`src/rtl/led_ser_pkg.sv`:
```
// ---------------------------------------------------------------------------
// led_ser_pkg : shared types and defaults for the LED frame serializer. rev 1.0
// ---------------------------------------------------------------------------
`default_nettype none

package led_ser_pkg;

  localparam int DEF_WIDTH   = 16;
  localparam int DEF_CLK_DIV = 4;

  typedef enum logic [1:0] {
    ST_IDLE  = 2'd0,
    ST_SHIFT = 2'd1,
    ST_LATCH = 2'd2,
    ST_GAP   = 2'd3
  } state_e;

  // Lone requester wins; on a tie the one not served last time wins.
  function automatic logic arb_pick(input logic r0, input logic r1, input logic last);
    if (r0 && r1) return ~last;
    return r1;
  endfunction

endpackage

`default_nettype wire

```
`src/rtl/led_ser_shreg.sv`:
```
// ---------------------------------------------------------------------------
// led_ser_shreg : WIDTH-bit load/shift-right register, LSB is the serial tap. rev 1.0
// ---------------------------------------------------------------------------
`default_nettype none

module led_ser_shreg #(
  parameter int WIDTH = 16
) (
  input  logic             clk,
  input  logic             rst,
  input  logic             load_i,
  input  logic             shift_en_i,
  input  logic [WIDTH-1:0] d_i,
  output logic             q_o
);

  logic [WIDTH-1:0] shreg_q;
  logic [WIDTH-1:0] shreg_d;

  // Zeros shift in, so the tap idles low once a frame has fully drained.
  always_comb begin
    shreg_d = shreg_q;
    if (load_i)
      shreg_d = d_i;
    else if (shift_en_i)
      shreg_d = {1'b0, shreg_q[WIDTH-1:1]};
  end

  always_ff @(posedge clk) begin
    if (rst)
      shreg_q <= '0;
    else
      shreg_q <= shreg_d;
  end

  assign q_o = shreg_q[0];

endmodule

`default_nettype wire

```
`src/rtl/led_ser_sched.sv`:
```
// ---------------------------------------------------------------------------
// led_ser_sched : two-requester arbiter driving a serial LED shift-register link. rev 1.0
// ---------------------------------------------------------------------------
`default_nettype none

module led_ser_sched
  import led_ser_pkg::*;
#(
  parameter int WIDTH   = DEF_WIDTH,
  parameter int CLK_DIV = DEF_CLK_DIV
) (
  input  logic             clk,
  input  logic             rst,
  input  logic             req0,
  input  logic [WIDTH-1:0] data0,
  input  logic             req1,
  input  logic [WIDTH-1:0] data1,
  output logic             ack0,
  output logic             ack1,
  output logic             ser_out,
  output logic             sclk,
  output logic             latch,
  output logic             busy,
  output logic             done,
  output logic             last_grant
);

  localparam int DIV_W = $clog2(CLK_DIV + 1);
  localparam int BIT_W = $clog2(WIDTH + 1);
  localparam logic [DIV_W-1:0] DIV_LAST = DIV_W'(CLK_DIV - 1);
  localparam logic [BIT_W-1:0] BIT_LAST = BIT_W'(WIDTH - 1);

  state_e           state_q;
  logic [DIV_W-1:0] div_q;
  logic [BIT_W-1:0] bit_q;
  logic             sclk_q;
  logic             latch_q;
  logic             done_q;
  logic             busy_q;
  logic             ack0_q;
  logic             ack1_q;
  logic             last_q;

  logic             win_d;
  logic             grant_d;
  logic             div_end_d;
  logic             load_d;
  logic             shift_d;
  logic [WIDTH-1:0] frame_d;

  // Grants are decided on the GAP edge as well, so a held request is acked
  // in the very first IDLE cycle; the ack cycle itself stays in IDLE.
  always_comb begin
    win_d     = arb_pick(req0, req1, last_q);
    div_end_d = (div_q == DIV_LAST);
    grant_d   = (req0 || req1) &&
                (((state_q == ST_IDLE) && !(ack0_q || ack1_q)) || (state_q == ST_GAP));
    load_d    = (state_q == ST_IDLE) && (ack0_q || ack1_q);
    shift_d   = (state_q == ST_SHIFT) && div_end_d && sclk_q;
    frame_d   = last_q ? data1 : data0;
  end

  always_ff @(posedge clk) begin
    if (rst) begin
      state_q <= ST_IDLE;
      div_q   <= '0;
      bit_q   <= '0;
      sclk_q  <= 1'b0;
      latch_q <= 1'b0;
      done_q  <= 1'b0;
      busy_q  <= 1'b0;
      ack0_q  <= 1'b0;
      ack1_q  <= 1'b0;
      last_q  <= 1'b1;
    end else begin
      ack0_q <= grant_d && !win_d;
      ack1_q <= grant_d && win_d;
      if (grant_d)
        last_q <= win_d;
      done_q <= 1'b0;
      case (state_q)
        ST_IDLE: begin
          if (ack0_q || ack1_q) begin
            state_q <= ST_SHIFT;
            busy_q  <= 1'b1;
            div_q   <= '0;
            bit_q   <= '0;
            sclk_q  <= 1'b0;
          end
        end
        ST_SHIFT: begin
          if (div_end_d) begin
            div_q <= '0;
            if (sclk_q) begin
              sclk_q <= 1'b0;
              bit_q  <= bit_q + BIT_W'(1);
              if (bit_q == BIT_LAST) begin
                state_q <= ST_LATCH;
                latch_q <= 1'b1;
              end
            end else begin
              sclk_q <= 1'b1;
            end
          end else begin
            div_q <= div_q + DIV_W'(1);
          end
        end
        ST_LATCH: begin
          if (div_end_d) begin
            div_q   <= '0;
            latch_q <= 1'b0;
            done_q  <= 1'b1;
            state_q <= ST_GAP;
          end else begin
            div_q <= div_q + DIV_W'(1);
          end
        end
        ST_GAP: begin
          state_q <= ST_IDLE;
          busy_q  <= 1'b0;
        end
        default: state_q <= ST_IDLE;
      endcase
    end
  end

  led_ser_shreg #(.WIDTH(WIDTH)) u_shreg (
    .clk        (clk),
    .rst        (rst),
    .load_i     (load_d),
    .shift_en_i (shift_d),
    .d_i        (frame_d),
    .q_o        (ser_out)
  );

  assign ack0       = ack0_q;
  assign ack1       = ack1_q;
  assign sclk       = sclk_q;
  assign latch      = latch_q;
  assign busy       = busy_q;
  assign done       = done_q;
  assign last_grant = last_q;

endmodule

`default_nettype wire

```
`config.mk`:
```
export PLATFORM = sky130hd
export DESIGN_NAME = led_ser_sched
export DESIGN_NICKNAME = d
export VERILOG_FILES = /design/src/rtl/led_ser_pkg.sv /design/src/rtl/led_ser_shreg.sv /design/src/rtl/led_ser_sched.sv
export SDC_FILE = /design/constraint.sdc
export NUM_CORES = 1
export LEC_CHECK = 0
export ABC_AREA = 1
export BUFFER_PORTS_ARGS = -buffer_cell sky130_fd_sc_hd__buf_2
export CAP_MARGIN = 0
export CORE_MARGIN = 2
export CORE_UTILIZATION = 24
export CTS_CLUSTER_DIAMETER = 50
export CTS_CLUSTER_SIZE = 12
export DETAILED_ROUTE_END_ITERATION = 6
export SETUP_SLACK_MARGIN = 0.5
export SLEW_MARGIN = 15
export SYNTH_ARGS = -nofsm -noshare
export SYNTH_HDL_FRONTEND = slang
export SYNTH_SLANG_ARGS = --single-unit
```
`constraint.sdc`:
```
create_clock -name clk -period 1.32 [get_ports clk]
set_input_delay 0.132 -clock clk [delete_from_list [all_inputs] [get_ports clk]]
set_output_delay 0.132 -clock clk [all_outputs]
set_load 0.005 [all_outputs]
```
==> impl_metrics.sql <==
INSERT INTO impl_metrics (metric_group, metric, value, unit) VALUES
('outcome', 'run_status', 'complete, but fails checks', ''),
('outcome', 'failed_checks', 'setup timing', ''),
('power_and_ir_drop', 'p_switching', '3090', 'uW'),
('grt', 'grt.overflow.total', '0', ''),
('clock_tree', 'cts_buffer_depth', '2', ''),
('clock_tree', 'clock_insertion_delay_worst_skew', '0.29', 'ns'),
('worst_setup_path', 'worstRegToRegCells', '9', ''),
('drt', 'drt-vias-per-instance', '4.37', ''),
('final_layout', 'final_nets', '415', ''),
('logic_synthesis', 'mappedNetlistNets', '340', ''),
('timing', 'slew_headroom', '78.8', '%'),
('logic_synthesis', 'synth-compound-area-share', '12.2', '%'),
('job', 'maxCapViolations', '0', ''),
('timing', 'finalSetupTns', '-1.04', 'ns'),
('placement', 'buffer_ports.inserted', '43', ''),
('logic_synthesis', 'synth_seq_cells', '33', ''),
('logic_synthesis', 'asyncSetResetFlopFracSynth', '0', '%'),
('power_and_ir_drop', 'internal_power', '4250', 'uW'),
('hold_path', 'hold_path.class', 'in2reg', ''),
('drt', 'post-route-drc-count', '0', ''),
('hold_path', 'hold_path_startpoint', 'req0', ''),
('drt', 'drt-pass1-iter-count', '4', ''),
('floorplanning', 'fp.coreArea', '7810', 'um^2'),
('grt', 'grt_start_max_net_pins', '25', ''),
('logic_synthesis', 'synth_enable_flop_cells', '0', ''),
('timing', 'period_minus_slack', '1.39', 'ns'),
('timing', 'grt_setup_unrepaired', 'true', ''),
('floorplanning', 'ios', '44', ''),
('timing', 'maxClockFrequency', '717', 'MHz'),
('logic_synthesis', 'synthesis.yosys.warnings', '0', ''),
('placement', 'placed_area', '2500', 'um^2'),
('grt', 'grt_util_all_layers', '11.6', '%'),
('power_and_ir_drop', 'power.ir.vdd_worst', '1.07', 'mV'),
('logic_synthesis', 'synth-xor-area-share', '0', '%'),
('final_layout', 'antenna-diode-count', '0', ''),
('power_and_ir_drop', 'pwr-share-comb', '63.0', '%'),
('drt', 'vias', '2071', ''),
('logic_synthesis', 'synth.area.mux_share', '0', '%'),
('power_and_ir_drop', 'switching_share', '42.1', '%'),
('logic_synthesis', 'yosys.cell_types.count', '30', ''),
('final_layout', 'finished_cell_area', '3060', 'um^2'),
('logic_synthesis', 'synth_area', '1950', 'um^2'),
('worst_setup_path', 'critical_path.cell_chain', 'inv_4, ha_4, inv_8, nor2_4, buf_6, nand2_2, nand3_2, nand2_1, nor2_2', ''),
('worst_setup_path', 'reg2reg_to', 'u_shreg.shreg_q[10]', ''),
('timing', 'hold_viol', '0', ''),
('floorplanning', 'floorplan.initialDensity', '25.0', '%'),
('power_and_ir_drop', 'leakage', '0.00138', 'uW'),
('drt', 'routed_wirelength', '5330', 'um'),
('worst_setup_path', 'cp-end-kind', 'flip-flop', ''),
('timing', 'min_period_over_period', '106', '%'),
('timing', 'post-route-worst-setup-slack', '-0.0745', 'ns'),
('floorplanning', 'num_rows', '32', ''),
('final_layout', 'most-common-layout-cells', '69 x sky130_fd_sc_hd__nand2_1, 40 x sky130_fd_sc_hd__buf_2, 28 x sky130_fd_sc_hd__nor2_1', ''),
('clock_tree', 'tritoncts_num_sinks', '33', ''),
('worst_setup_path', 'ff2ff_setup_slack', '-0.07', 'ns'),
('worst_setup_path', 'critical_path.max_fanout', '5', ''),
('logic_synthesis', 'yosys.area_share.adder', '5.13', '%'),
('final_layout', 'syn_to_final_growth', '57.1', '%'),
('drt', 'postRouteAntennaNets', '0', ''),
('worst_setup_path', 'worst_ep_required_time', '1.55', 'ns'),
('worst_setup_path', 'setup.worst_path.start_class', 'flip-flop', ''),
('drt', 'drt_iter0_markers', '93', ''),
('worst_setup_path', 'crit_arrival', '1.63', 'ns'),
('logic_synthesis', 'synth.avg_cell_area', '6.59', 'um^2'),
('grt', 'number_of_antenna_violations_at_the_first_check_in_global_routing', '0', ''),
('logic_synthesis', 'synth_top_family_by_area', 'simple AND/OR/NAND/NOR gates', ''),
('worst_setup_path', 'slowest_stage', 'sky130_fd_sc_hd__dfxtp_4', ''),
('timing', 'setup-violations-final', '24', ''),
('timing', 'fin_skew', '0.00291', 'ns'),
('logic_synthesis', 'postSynthCellCount', '296', ''),
('hold_path', 'whs_path_depth', '4', '');
[cell families after synthesis]
group	after synthesis
DFF	33
adders and majority gates	8
AOI/OAI and AO/OA	43
buffers and inverters	47
and+or+nand+nor	165
[metal layers]
metal	vias up	GRT usage [%]	wire length, um
met5	-	0	0
met4	0	4.47	122
met3	10	2.09	234
met2	44	19.6	2570
met1	934	14.5	2410
li1	1083	-	-
[per-stage QoR]
stage          setup slack, ns  cells  power (uW)  utilization, %  hold slack, ns
6_report               -0.0745    474        7330            39.2           0.144
5_1_grt                 -0.135    474        7880            39.2           0.162
4_1_cts                -0.0450    463        6360            35.6           0.136
3_5_place_dp           -0.0617    448        4770            32.0           0.452
3_3_place_gp           -0.0238    448        4710            32.0           0.437
2_1_floorplan           0.0170    296        3960               -           0.288
[repair_timing]
item / CTS / global route
resized for setup: 29 / 46
hold endpoints to repair: 0 / 0
gates cloned: 3 / 2
buffers inserted: 4 / 9
hold buffers: 0 / 0
pin swaps: 7 / 30
endpoints found under the setup margin: 41 / 41
[critical path: cells and delay by family, from the launching register on]
kind / cells / cell delay, ns
buffers and inverters: 3 / 0.28
DFF: 1 / 0.37
and+or+nand+nor: 5 / 0.44
adders and majority gates: 1 / 0.23
[registers in the layout, summed over array words and instances (netlist names)]
register         cells
last_grant           1
sclk                 1
ack1                 1
ack0                 1
busy                 1
latch                1
div_q                3
state_q              2
done                 1
u_shreg.shreg_q     16
bit_q                5
[power by group through the flow]
stage	Combinational, uW	Sequential [uW]	Clock [uW]
after floorplan	2370	1580	0
after global placement	3100	1610	0
after detailed placement	3160	1620	0
after CTS	3640	1620	1100
after global routing	5030	1690	1150
final	4620	1640	1080
[area by class of cell]
type / instances / area (um^2)
multi-input combinational: 218 / 1350
tap: 102 / 128
fill: 799 / 4740
inverter: 34 / 148
timing repair buffer: 79 / 618
clock buffer: 6 / 93.8
clock inverter: 2 / 35.0
sequential: 33 / 689
[cell usage after synthesis, types with 2 or more instances]
cell type	n	share of area, %
sky130_fd_sc_hd__dfxtp_1	33	34
sky130_fd_sc_hd__nor2_1	37	7.1
sky130_fd_sc_hd__a21oi_1	11	2.8
sky130_fd_sc_hd__nand2_1	86	17
sky130_fd_sc_hd__nor2_2	8	2.6
sky130_fd_sc_hd__nand3_1	23	5.9
sky130_fd_sc_hd__o21ai_1	3	0.77
sky130_fd_sc_hd__nor2_4	2	1.2
sky130_fd_sc_hd__nor3_1	3	0.77
sky130_fd_sc_hd__clkbuf_1	2	0.39
sky130_fd_sc_hd__buf_6	4	2.3
sky130_fd_sc_hd__o21bai_1	4	1.5
sky130_fd_sc_hd__ha_1	8	5.1
sky130_fd_sc_hd__inv_2	4	0.77
sky130_fd_sc_hd__buf_2	4	1.0
sky130_fd_sc_hd__nand3_2	2	1.0
sky130_fd_sc_hd__o21ai_0	20	5.1
sky130_fd_sc_hd__inv_1	30	5.8
[how the worst max path moves through the flow]
stage / startpoint / end / slack [ns]
after global routing: bit_q[0] / state_q[0] / -0.13
after global placement: bit_q[1] / state_q[1] / -0.02
after detailed placement: bit_q[1] / state_q[0] / -0.06
final: state_q[1] / u_shreg.shreg_q[10] / -0.07
after CTS: bit_q[1] / state_q[0] / -0.04
after floorplan: bit_q[0] / state_q[1] / 0.02
No activity file was read; power rests on OpenSTA's default activity.
